$ cat config.mk
export PLATFORM = sky130hd
export DESIGN_NAME = rrf_freelist
export DESIGN_NICKNAME = d
export VERILOG_FILES = /design/src/rtl/rrf_freelist.sv
export SDC_FILE = /design/constraint.sdc
export NUM_CORES = 1
export LEC_CHECK = 0
export CAP_MARGIN = 20
export CORE_MARGIN = 4
export CORE_UTILIZATION = 53
export CTS_CLUSTER_DIAMETER = 40
export DETAILED_ROUTE_END_ITERATION = 8
export HOLD_SLACK_MARGIN = 0.12
export PLACE_DENSITY = 0.91
export SETUP_SLACK_MARGIN = 0.4
export SLEW_MARGIN = 20
export SYNTH_ARGS = -nofsm -noshare
export SYNTH_HDL_FRONTEND = slang
export SYNTH_SLANG_ARGS = --single-unit
export TNS_END_PERCENT = 30
$ cat constraint.sdc
create_clock -name clk_i -period 6.27 [get_ports clk_i]
set_input_delay 0.9405 -clock clk_i [delete_from_list [all_inputs] [get_ports clk_i]]
set_output_delay 0.9405 -clock clk_i [all_outputs]
set_load 0.005 [all_outputs]
$ cat src/rtl/rrf_freelist.sv
// rrf_freelist: circular rename-register allocator, up to two tags per cycle, commit reclaim, mispredict restore
//   clk_i, reset_n_i (async, active low)
//   dp1_req_i/dp2_req_i/stall_dp_i : dispatch requests and stall
//   com_num_i                      : entries retired this cycle
//   prmiss_i/restore_rrf*_i        : pointer restore on misprediction
//   allocatable_o, alloc*_en_o, dst*_rrftag_o : allocation results
//   rrfptr_o/rrfcyc_o/comptr_o/freenum_o      : registered pool state
module rrf_freelist #(
  parameter int RRF_NUM = 64,
  parameter int RRF_SEL = 6
) (
  input  logic               clk_i,
  input  logic               reset_n_i,
  input  logic               dp1_req_i,
  input  logic               dp2_req_i,
  input  logic               stall_dp_i,
  input  logic [1:0]         com_num_i,
  input  logic               prmiss_i,
  input  logic [RRF_SEL-1:0] restore_rrfptr_i,
  input  logic               restore_rrfcyc_i,
  output logic               allocatable_o,
  output logic               alloc1_en_o,
  output logic               alloc2_en_o,
  output logic [RRF_SEL-1:0] dst1_rrftag_o,
  output logic [RRF_SEL-1:0] dst2_rrftag_o,
  output logic [RRF_SEL-1:0] rrfptr_o,
  output logic               rrfcyc_o,
  output logic [RRF_SEL-1:0] comptr_o,
  output logic [RRF_SEL:0]   freenum_o
);
  localparam logic [RRF_SEL:0] FULL = (RRF_SEL+1)'(RRF_NUM);
  logic [RRF_SEL-1:0] rrfptr, comptr, cn;
  logic               rrfcyc, comcyc, cc, fire;
  logic [RRF_SEL:0]   freenum, req_w, com_w, alloc_w, ptr_sum, com_sum, occ, free_nxt;
  logic [1:0]         reqnum;
  assign reqnum        = {1'b0, dp1_req_i} + {1'b0, dp2_req_i};
  assign req_w         = {{(RRF_SEL-1){1'b0}}, reqnum};
  assign com_w         = {{(RRF_SEL-1){1'b0}}, com_num_i};
  assign allocatable_o = freenum >= req_w;
  assign fire          = allocatable_o & ~stall_dp_i & ~prmiss_i & (reqnum != 2'd0);
  assign alloc1_en_o   = fire & dp1_req_i;
  assign alloc2_en_o   = fire & dp2_req_i;
  assign dst1_rrftag_o = rrfptr;
  assign dst2_rrftag_o = rrfptr + {{(RRF_SEL-1){1'b0}}, dp1_req_i};
  assign alloc_w       = fire ? req_w : '0;
  // Extra top bit of each sum is the wrap carry that flips the cycle bit.
  assign ptr_sum       = {1'b0, rrfptr} + alloc_w;
  assign com_sum       = {1'b0, comptr} + com_w;
  assign cn            = com_sum[RRF_SEL-1:0];
  assign cc            = comcyc ^ com_sum[RRF_SEL];
  // Differing cycle bits add RRF_NUM to the pointer distance.
  assign occ           = {restore_rrfcyc_i ^ cc, restore_rrfptr_i} - {1'b0, cn};
  assign free_nxt      = prmiss_i ? FULL - occ : freenum - alloc_w + com_w;
  always_ff @(posedge clk_i or negedge reset_n_i)
    if (!reset_n_i) begin
      rrfptr  <= '0;
      rrfcyc  <= 1'b0;
      comptr  <= '0;
      comcyc  <= 1'b0;
      freenum <= FULL;
    end else begin
      rrfptr  <= prmiss_i ? restore_rrfptr_i : ptr_sum[RRF_SEL-1:0];
      rrfcyc  <= prmiss_i ? restore_rrfcyc_i : rrfcyc ^ ptr_sum[RRF_SEL];
      comptr  <= cn;
      comcyc  <= cc;
      freenum <= free_nxt;
    end
  assign rrfptr_o  = rrfptr;
  assign rrfcyc_o  = rrfcyc;
  assign comptr_o  = comptr;
  assign freenum_o = freenum;
endmodule

== Yosys cells after proc, flatten, opt, wreduce, memory -nomap -nowiden ==
Index checks and enable logic that the tools add are counted.
Storage, ports and cells
  register bits after elaboration: 21
  logic and storage cells: 29
Operators by class
  multiplexer cells: 4
  bitwise operators: 10
  magnitude comparators: 1
  add/subtract/negate cells: 8
  reductions and logical operators: 1
Operator list (number)
  6-bit by 2-bit adder with 7-bit output: 2
  7-bit by 2-bit adder with 7-bit output: 1
  7-bit by 2-bit greater-or-equal comparator with 1-bit output: 1
  7-bit two-way mux: 1
  7-bit by 2-bit subtractor with 7-bit output: 1
  7-bit by 6-bit subtractor with 7-bit output: 1
  7-bit subtractor, first input constant: 1
  6-bit by 1-bit adder with 6-bit output: 1
  6-bit two-way mux: 1
  1-bit AND: 5
  1-bit bitwise XOR: 3
  1-bit by 1-bit adder with 2-bit output: 1
  2-bit two-way mux: 1
  1-bit NOT: 2
  2-bit nonzero test: 1
  1-bit two-way mux: 1

== Longest topological paths before layout ==
Gate-level depths: netlist of run 1.
  depth after elaboration: 9
  gate-level depth with buffers: 17

== Worst setup path after synthesis of run 1 ==
OpenSTA, ideal clock, no wires.
  path kind: input -> register
  from: input port dp1_req_i
  to: register freenum[5], in the netlist freenum_o[5]
  stages on the path: 15
  path slack: 2.080 ns
  setup time: 0.111 ns
  required time: 6.159 ns
  data arrival time: 4.079 ns
  path through: inv_1 > ha_1 > ha_1 > nand4_1 > o21a_1 > a2111o_1 > nor2_1 > fa_1 > inv_1 > ha_1 > a21o_1 > a21oi_2 > nor2_2 > mux2_4 > a2111oi_2
Between the ends
  cells in the longest elaborated chain, start to end: 9
  elaborated cells between the ends (all ways): 10
  those cells by class: add/sub: 3; order compare: 1; mux: 2; bitwise: 3; reduce/logical: 1
Ends and longest elaborated chain
  from (decl): RTL line 14  | input logic dp1_req_i,
  1-bit by 1-bit adder with 2-bit output *: RTL line 36  | assign reqnum = {1'b0, dp1_req_i} + {1'b0, dp2_req_i};
  7-bit by 2-bit greater-or-equal comparator with 1-bit output: RTL line 39  | assign allocatable_o = freenum >= req_w;
  1-bit AND (3 in series): RTL line 40  | assign fire = allocatable_o & ~stall_dp_i & ~prmiss_i & (reqnum != 2'd0);
  2-bit two-way mux *: RTL line 45  | assign alloc_w = fire ? req_w : '0;
  7-bit by 2-bit subtractor with 7-bit output *: RTL line 53  | assign free_nxt = prmiss_i ? FULL - occ : freenum - alloc_w + com_w;
  7-bit by 2-bit adder with 7-bit output *: RTL line 53
  7-bit two-way mux *: RTL line 53
  net free_nxt[5]: RTL line 34  | logic [RRF_SEL:0] freenum, req_w, com_w, alloc_w, ptr_sum, com_sum, occ, free_nxt;
  to (signal assigned): RTL line 66  | freenum <= free_nxt;
  to (decl): RTL line 34
Mark *: on every way through the listed nets, which the timed path passes. The rest lies on a longest branch.

== Worst setup path after layout of run 1 ==
Ends and elaborated chain as after synthesis.

==> summary.md, run 1 <==
| Metric | Value |
|---|---|
| Final Hold Vio Count | `0` |
| Hold path cells | `1` |
| Hold WC Path Type | `register to register` |
| Worst-Skew Late Latency | `0.30 ns` |
| Initial antenna violation count | `0` |
| Area leader, netlist | `dfrtp_1` |
| Die X | `67.1 microns` |
| CP bufs+invs | `3` |
| Routed WL | `4060 microns` |
| Switching part of the total | `43.0%` |
| Synth top area cells | `dfrtp_1, ha_1, inv_1, fa_1, xnor2_1` |
| Count of cell types in the netlist | `40` |
| First-pass GRT wire length | `6990 microns` |
| Final Worst Setup Slack | `1.65 ns` |
| CP Cell Sequence | `clkdlybuf4s50_1 > inv_1 > ha_1 > ha_1 > nand4_1 > o21a_1 > a2111o_1 > nor2_1 > fa_1 > inv_1 > ha_1 > a21o_1 > a21oi_2 > nor2_2 > mux2_4 > a2111oi_2` |
| Detailed Route Iter0 Violations | `76` |
| Slew @ Worst Pin | `0.495 ns` |
| Most frequent cells in the layout | `clkdlybuf4s50_1, inv_1, ha_1` |
| Die height | `67.1 microns` |
| Syn nets | `248` |
| Slowest stage delay, CP | `0.52 ns` |
| Residual DRC | `0` |
| Total number of vias | `1512` |
| Final Cell Area | `2370 sq um` |
| Internal Power | `0.000605 W` |
| Ant. Diodes | `0` |
| Cts hold-fix bufs | `0` |
| Detailed placement HPWL | `3390 microns` |
| Fraction of layout cells with a size suffix above 1 | `5.76%` |
| Worst Setup Start Kind | `primary input` |
| Place WS | `1.32 ns` |
| Crit-path most repeated cell | `ha_1` |
| Post-CTS Resized | `0` |
| Mean routed wirelength per cell | `14.0 microns` |
| Final period utilization | `73.7%` |
| Final setup skew | `0.00209 ns` |
| Synth Cell Area | `1850 sq um` |
| Critical path type | `primary input to register` |
| Layout Area Growth over Synthesis | `27.9%` |
| Crit path capture type | `register` |
| Post-CTS Setup Repair Bufs | `0` |
| Cells after Synth | `199` |
| Combinational share of power | `70.2%` |
| Final setup vio count | `0` |
| Initial Utilization | `55.1%` |
| Max-slew headroom | `67.0%` |
| RD Place Congestion | `0.796` |
| Synth top area share | `27.0%` |
| Critical path depth | `16` |
| Via-to-Cell Ratio | `5.23` |
| Clock sink total | `21` |
| Clk pwr share | `6.4%` |
| Core area | `3360 sq um` |
| Cell family with most CP delay | `compound AO/OA/AOI/OAI gates` |
| Post-DP Area | `2350 sq um` |
| Total CTS buffers | `3` |
| Synth Area per Inst | `9.31 sq um` |
| Antenna Nets Post-Route | `0` |
| Max cap viols | `0` |
| Cell Pwr Density | `448 nW/um^2` |
| Leak Pwr | `1.10 nW` |
| Max VDD drop | `0.210 mV` |
| Reg clk slew, reported paths | `0.13 ns` |
| CTS root buf | `clkbuf_4` |
| CP max FO | `5` |
| Fin nets | `293` |
| Largest net degree at the start of global routing | `30` |
| WP data arrival | `4.83 ns` |
| Post-Route Setup TNS | `0 ns` |
| Fin crit period | `4.62 ns` |
| Register bit total from synthesis | `21` |
| Synth warnings | `0` |
| Grt ovf | `0` |
| Rows | `21` |
| RSZ-0062 raised after global routing | `false` |
| PortBufs | `49` |
| Sequential fraction of the synthesis area | `28.4%` |
| Status | `finished clean` |
| Slew Limit Fails | `0` |
| Die area | `4510 sq um` |
| Commonest non-fill, non-tap cell in the layout | `clkdlybuf4s50_1` |
| Worst path slowest cell | `clkdlybuf4s50_1` |
| WP data required | `6.48 ns` |
| CTS tree | `yes` |
| H-Tree Depth | `1` |
| Seq pwr share | `23.3%` |
| Vias in the first global route | `1559` |
| Fmax | `216 MHz` |
| GR Util All Layers | `20.1%` |
| Initial DRT Pass Iterations | `4` |
| I/O pins | `50` |
| Clock Tree Buf Depth | `2` |
| P_sw | `0.000457 W` |
| Cell depth of the worst flop-to-flop path | `14` |
[registers in the layout, summed over array words and instances, names as in the netlist]
name and cells:
comptr_o 6, comcyc 1, dst1_rrftag_o 6, freenum_o 7, rrfcyc_o 1
[Yosys cell counts]
library cell,number
mux2_2,2
buf_1,2
nor3_1,4
o21ai_1,1
o31a_1,1
nand2b_1,1
o21a_1,1
fa_1,5
dfrtp_1,20
a21oi_1,6
or4b_2,1
buf_2,1
inv_1,29
xnor3_1,1
a2111oi_2,1
nor2_1,10
xor2_1,9
a21oi_2,1
nand3_1,8
ha_1,29
o21ai_0,10
mux2i_1,3
or2_1,1
o22ai_1,1
dfstp_2,1
nor2b_1,4
nor4b_1,1
and3_1,1
a2111o_1,1
o21bai_1,2
a21o_1,2
nand2_1,13
nand4_1,2
clkbuf_1,1
nor2_2,1
xnor2_1,11
a211oi_1,2
a31oi_1,2
mux2_4,1
buf_4,6
[layer usage]
layer  up-vias  wire length [microns]  track usage [%]
met1       717                   1700             25.6
met3         4                    211             2.66
met4         0                     29             3.54
met5         -                      0                0
met2        43                   2120             36.4
li1        748                      -                -
[cell families (layout without fill, tap and decap cells)]
logic type	after synthesis	in the layout	share of synthesized area, %
mux	6	6	3.65
xor+xnor	21	21	10.7
buf+inv	39	83	9.18
compound gates	31	31	10.8
flops	21	21	28.4
simple gates	47	47	12.3
fa+ha+maj	34	34	25.0
[worst paths after layout]
check	from	to	slack, ns
max	dp1_req_i	freenum_o[5]	1.65
min	comcyc	comcyc	0.49
max reg2reg	freenum_o[1]	freenum_o[5]	2.64
max in group asynchronous	reset_n_i	freenum_o[6]	5.34
min in group asynchronous	reset_n_i	dst1_rrftag_o[5]	0.58
min reg2reg	comcyc	comcyc	0.49
[cell type report]
cell class | instances | area [sq um]
clock buffer | 3 | 22.5
clock inverter | 1 | 5.00
fill | 251 | 993
inverter | 29 | 109
multi-input combinational | 139 | 1160
sequential | 21 | 527
tap | 46 | 57.6
timing repair buffer | 50 | 493
[per-stage QoR]
step | hold WS [ns] | util, % | std cells | total power (W)
after global routing | 0.507 | 70.5 | 289 | 0.00117
after CTS | 0.495 | 70.6 | 289 | 0.00107
final | 0.488 | 70.5 | 289 | 0.00106
after floorplan | 0.443 | - | 199 | 0.000738
after detailed placement | 0.473 | 69.8 | 285 | 0.000996
after global placement | 0.457 | 69.8 | 285 | 0.000969
[power groups by stage]
| stage | Sequential [W] | Clock (W) | Combinational (W) |
|---|---|---|---|
| after floorplan | 0.000245 | 0 | 0.000494 |
| after global placement | 0.000248 | 0 | 0.000721 |
| after detailed placement | 0.000250 | 0 | 0.000746 |
| after CTS | 0.000248 | 0.0000690 | 0.000753 |
| after global routing | 0.000257 | 0.0000744 | 0.000841 |
| final | 0.000248 | 0.0000684 | 0.000746 |
No activity file was read; power rests on OpenSTA's default activity.
==> run 2, diff against run 1 <==
- CORE_UTILIZATION: 53 -> 44
- PLACE_DENSITY: 0.91 -> 0.81
- clock period: 6.27 -> 4.2 ns (I/O delays scaled with it)
==> summary.md, run 2 (synthesis gave the netlist of run 1 again) <==
| Metric | Value |
|---|---|
| Status | `finished clean` |
| Rows | `23` |
| Die area | `5310 sq um` |
| WHS | `0.326 ns` |
| Slew Limit Fails | `0` |
| Routed WL | `4530 microns` |
| Crit path capture type | `register` |
| Fin crit period | `3.65 ns` |
| RD Place Congestion | `0.765` |
| Initial DRT Pass Iterations | `4` |
| Detailed placement HPWL | `3500 microns` |
| Fmax | `274 MHz` |
| CP max FO | `3` |
| Fin nets | `308` |
| Most frequent cells in the layout | `clkdlybuf4s50_1, inv_1, ha_1` |
| Clock Tree Buf Depth | `2` |
| WP data arrival | `3.82 ns` |
| Residual DRC | `0` |
| Die X | `72.9 microns` |
| Max-slew headroom | `66.5%` |
| Core area | `4030 sq um` |
| Largest register FFs | `7` |
| Cell Pwr Density | `665 nW/um^2` |
| Commonest non-fill, non-tap cell in the layout | `clkdlybuf4s50_1` |
| Final Cell Area | `2610 sq um` |
| PortBufs | `49` |
| Fraction of layout cells with a size suffix above 1 | `16.3%` |
| Reg clk slew, reported paths | `0.09 ns` |
| Layout Area Growth over Synthesis | `40.6%` |
| Final period utilization | `87.0%` |
| Final setup vio count | `0` |
| Via-to-Cell Ratio | `5.17` |
| Detailed Route Iter0 Violations | `47` |
| RSZ-0062 raised after global routing | `false` |
| Antenna Nets Post-Route | `0` |
| Max cap viols | `0` |
| CTS root buf | `clkbuf_8` |
| Final setup skew | `0.00792 ns` |
| Ant. Diodes | `0` |
| Max VDD drop | `0.265 mV` |
| Total number of vias | `1591` |
| Hold WC Path Type | `primary input to async pin` |
| H-Tree Depth | `1` |
| CTS tree | `yes` |
| Worst-Skew Late Latency | `0.26 ns` |
| Leak Pwr | `1.20 nW` |
| Final Hold Vio Count | `0` |
| Largest net degree at the start of global routing | `29` |
| Total CTS buffers | `3` |
| First-pass GRT wire length | `7360 microns` |
| Mean routed wirelength per cell | `14.7 microns` |
| Cts hold-fix bufs | `0` |
| Grt ovf | `0` |
| Fillers | `345` |
| Worst Setup Start Kind | `primary input` |
| WP data required | `4.36 ns` |
| Slew @ Worst Pin | `0.502 ns` |
| Post-DP Area | `2450 sq um` |
| Vias in the first global route | `1612` |
| Place WS | `-0.232 ns` |
| Initial antenna violation count | `0` |
| I/O pins | `50` |
| Clock sink total | `21` |
| Final Worst Setup Slack | `0.546 ns` |
| Die height | `72.9 microns` |
| Critical path type | `primary input to register` |
| Initial Utilization | `46.0%` |
| GR Util All Layers | `17.6%` |
run 2: changes by cell type in the layout (fill, tap and decap cells not counted), moves of 3 or more:
cell      change
clkbuf_8      +3
buf_4        +15
ha_4          +4
clkbuf_4      -3
inv_1         -3
ha_1          -4
run 2: what timing repair did:
action / 4_1_cts / 5_1_grt
buffers inserted: 4 / 2
pin swaps: 5 / 11
gates resized for setup: 7 / 18
endpoints found under the setup margin: 7 / 4
run 2: routing by layer:
layer / track usage, % / vias to the layer above / wire length, microns / share of wire [%]
met2: 31.4 / 49 / 2350 / 52
li1: - / 772 / - / -
met4: 4.92 / 0 / 88 / 1.9
met5: 0 / - / 0 / 0
met3: 3.72 / 8 / 294 / 6.5
met1: 21.3 / 762 / 1800 / 40
run 2: final cells by class:
type                    instances  area [sq um]  area share [%]
flip-flops and latches         21           527            20.2
inverters                      29           116            4.47
multi-input cells             139          1240            47.6
well taps                      50          62.6            2.40
clock inverters                 1          5.00           0.192
clock buffers                   3          41.3            1.59
repair buffers                 65           612            23.5
run 2: power by group:
part           leakage [nW]  switching [W]  internal [W]
sequential            0.248      0.0000837      0.000291
combinational         0.921       0.000566      0.000656
clock                0.0255      0.0000700     0.0000661
total                  1.20       0.000720       0.00101
run 2: final timing paths:
path | start | to | slack [ns] | depth (start not counted)
setup / recovery | dp1_req_i | freenum_o[5] | 0.55 | 17
hold / removal | reset_n_i | freenum_o[0] | 0.33 | 1
setup reg to reg | freenum_o[1] | freenum_o[5] | 0.77 | 13
hold reg to reg | comcyc | comcyc | 0.47 | 1
max in group asynchronous | reset_n_i | freenum_o[6] | 3.52 | 1
min in group clk_i | comcyc | comcyc | 0.47 | 1
run 2: through the flow:
step	instances	setup TNS [ns]	power (W)	util (%)
floorplan	199	0	0.00113	-
global placement	298	-0.383	0.00153	60.7
detailed placement	298	-0.692	0.00156	60.7
CTS	306	0	0.00172	63.1
global route	308	0	0.00191	64.7
finish	308	0	0.00173	64.7
run 2: critical path, stage by stage:
cell       delay (ns)
buf_6            0.10
ha_1             0.19
inv_1            0.11
ha_4             0.22
nor2b_4          0.12
o31a_1           0.22
o21ai_1          0.16
a2111o_1         0.26
nor2_4           0.07
fa_1             0.52
inv_2            0.06
ha_4             0.23
a21o_1           0.17
a21oi_2          0.15
nor2_2           0.05
mux2_4           0.30
a2111oi_4        0.26
==> run 3, diff against run 2 <==
- CORE_MARGIN: 4 -> unset
==> summary.md, run 3 (synthesis gave the netlist of run 1 again) <==
| Metric | Value |
|---|---|
| Final period utilization | `85.9%` |
| Hold WC Path Type | `primary input to async pin` |
| Slew @ Worst Pin | `0.513 ns` |
| RD Place Congestion | `0.791` |
| Leak Pwr | `1.15 nW` |
| Worst-Skew Late Latency | `0.26 ns` |
| Fin nets | `302` |
| Final setup skew | `0.00626 ns` |
| Place WS | `-0.227 ns` |
| Fillers | `359` |
| Clock Tree Buf Depth | `2` |
| Critical path type | `primary input to register` |
| Vias in the first global route | `1466` |
| CP max FO | `3` |
| Layout Area Growth over Synthesis | `36.5%` |
| Rows | `23` |
| Crit path capture type | `register` |
| Cts hold-fix bufs | `0` |
| Die area | `4470 sq um` |
| P_sw | `0.000723 W` |
| Die height | `66.9 microns` |
| Final Worst Setup Slack | `0.591 ns` |
| Initial Utilization | `46.0%` |
| Met3 usage | `2.23%` |
| Max cap viols | `0` |
| Detailed placement HPWL | `3150 microns` |
| Clock sink total | `21` |
| Total number of vias | `1506` |
| Routing usage on met2 | `33.2%` |
| Clk pwr share | `8.2%` |
| WP data arrival | `3.78 ns` |
| Largest net degree at the start of global routing | `29` |
| Final setup vio count | `0` |
| Worst Setup Start Kind | `primary input` |
| Die X | `66.9 microns` |
| Via-to-Cell Ratio | `4.99` |
| Status | `finished clean` |
| Cell Pwr Density | `683 nW/um^2` |
| Max-slew headroom | `65.8%` |
| WHS | `0.327 ns` |
| Post-DP Area | `2450 sq um` |
| Largest register FFs | `7` |
| Ant. Diodes | `0` |
| Total CTS buffers | `3` |
| Met1 usage in global routing | `24.6%` |
| Fmax | `277 MHz` |
| Commonest non-fill, non-tap cell in the layout | `clkdlybuf4s50_1` |
| Antenna Nets Post-Route | `0` |
| Mean routed wirelength per cell | `13.1 microns` |
| Switching part of the total | `41.9%` |
| Max VDD drop | `0.249 mV` |
| Combinational share of power | `70.4%` |
| Worst path slowest cell | `a2111o_1` |
| First-pass GRT wire length | `6440 microns` |
| Fin crit period | `3.61 ns` |
| Grt ovf | `0` |
| CTS tree | `yes` |
| Detailed Route Iter0 Violations | `48` |
| Most frequent cells in the layout | `clkdlybuf4s50_1, inv_1, ha_1` |
| Routed WL | `3960 microns` |
| Internal Power | `0.00100 W` |
| H-Tree Depth | `1` |
| Final Hold Vio Count | `0` |
| Slew Limit Fails | `0` |
| Initial antenna violation count | `0` |
| Slowest stage delay, CP | `0.47 ns` |
| RSZ-0062 raised after global routing | `false` |
| CP Cell Sequence | `buf_4 > inv_4 > ha_4 > ha_1 > nand4_1 > o21a_1 > a2111o_1 > nor2_2 > fa_1 > inv_2 > ha_4 > a21o_1 > a21oi_2 > nor2_2 > mux2_4 > a2111oi_4` |
| Gr busiest metal | `met2` |
| PortBufs | `49` |
| Core area | `4030 sq um` |
| Fraction of layout cells with a size suffix above 1 | `15.5%` |
| Initial DRT Pass Iterations | `4` |
| Reg clk slew, reported paths | `0.09 ns` |
| CTS root buf | `clkbuf_8` |
| WP data required | `4.37 ns` |
| Residual DRC | `0` |
| I/O pins | `50` |
| Final Cell Area | `2530 sq um` |
| GR Util All Layers | `19.0%` |
| Seq pwr share | `21.5%` |
## run 3: layout make-up
cell class	instances	area, sq um	share of cell area (%)
clock buffer	3	41.3	1.63
inverter	29	111	4.40
tap	50	62.6	2.47
timing repair buffer	59	553	21.9
sequential	21	527	20.8
clock inverter	1	5.00	0.198
multi-input combinational	139	1230	48.6
## run 3: timing repair
item,4_1_cts,5_1_grt
pin swaps,5,8
setup buffers,0,0
setup endpoints to repair,7,4
resized for setup,8,12
## run 3: power by group through the flow
| stage | sequential, W | combinational (W) | clock [W] |
|---|---|---|---|
| after CTS | 0.000370 | 0.00120 | 0.000142 |
| after global placement | 0.000373 | 0.00115 | 0 |
| after detailed placement | 0.000373 | 0.00118 | 0 |
| final | 0.000371 | 0.00122 | 0.000141 |
| after floorplan | 0.000366 | 0.000764 | 0 |
| after global routing | 0.000384 | 0.00136 | 0.000151 |
## run 3: layer usage
layer  routed length [microns]  share of wire, %
met5                         0                 0
met4                        18              0.45
met3                       180               4.5
met2                      1940                49
met1                      1830                46
## run 3: worst paths after layout
check / start / end / slack, ns / cells after the start
hold / removal: reset_n_i / dst1_rrftag_o[1] / 0.33 / 1
hold reg to reg: comcyc / comcyc / 0.48 / 1
max in group asynchronous: reset_n_i / freenum_o[6] / 3.51 / 1
min in group clk_i: comcyc / comcyc / 0.48 / 1
setup / recovery: dp1_req_i / freenum_o[5] / 0.59 / 16
setup reg to reg: freenum_o[5] / freenum_o[5] / 0.84 / 14
## run 3: worst max-delay path: cells and delay by family
kind | cells | cell delay, ns
buffers and inverters | 3 | 0.29
adder cells (fa/ha/maj) | 4 | 1.11
AO/OA/AOI/OAI | 5 | 1.15
AND/OR/NAND/NOR | 3 | 0.30
multiplexers | 1 | 0.30
## run 3: through the flow
stage | power [W] | TNS [ns] | util (%) | cells
after CTS | 0.00171 | 0 | 62.4 | 302
after floorplan | 0.00113 | 0 | - | 199
after global routing | 0.00189 | 0 | 62.8 | 302
final | 0.00173 | 0 | 62.8 | 302
after detailed placement | 0.00155 | -0.756 | 60.7 | 298
after global placement | 0.00152 | -0.319 | 60.7 | 298
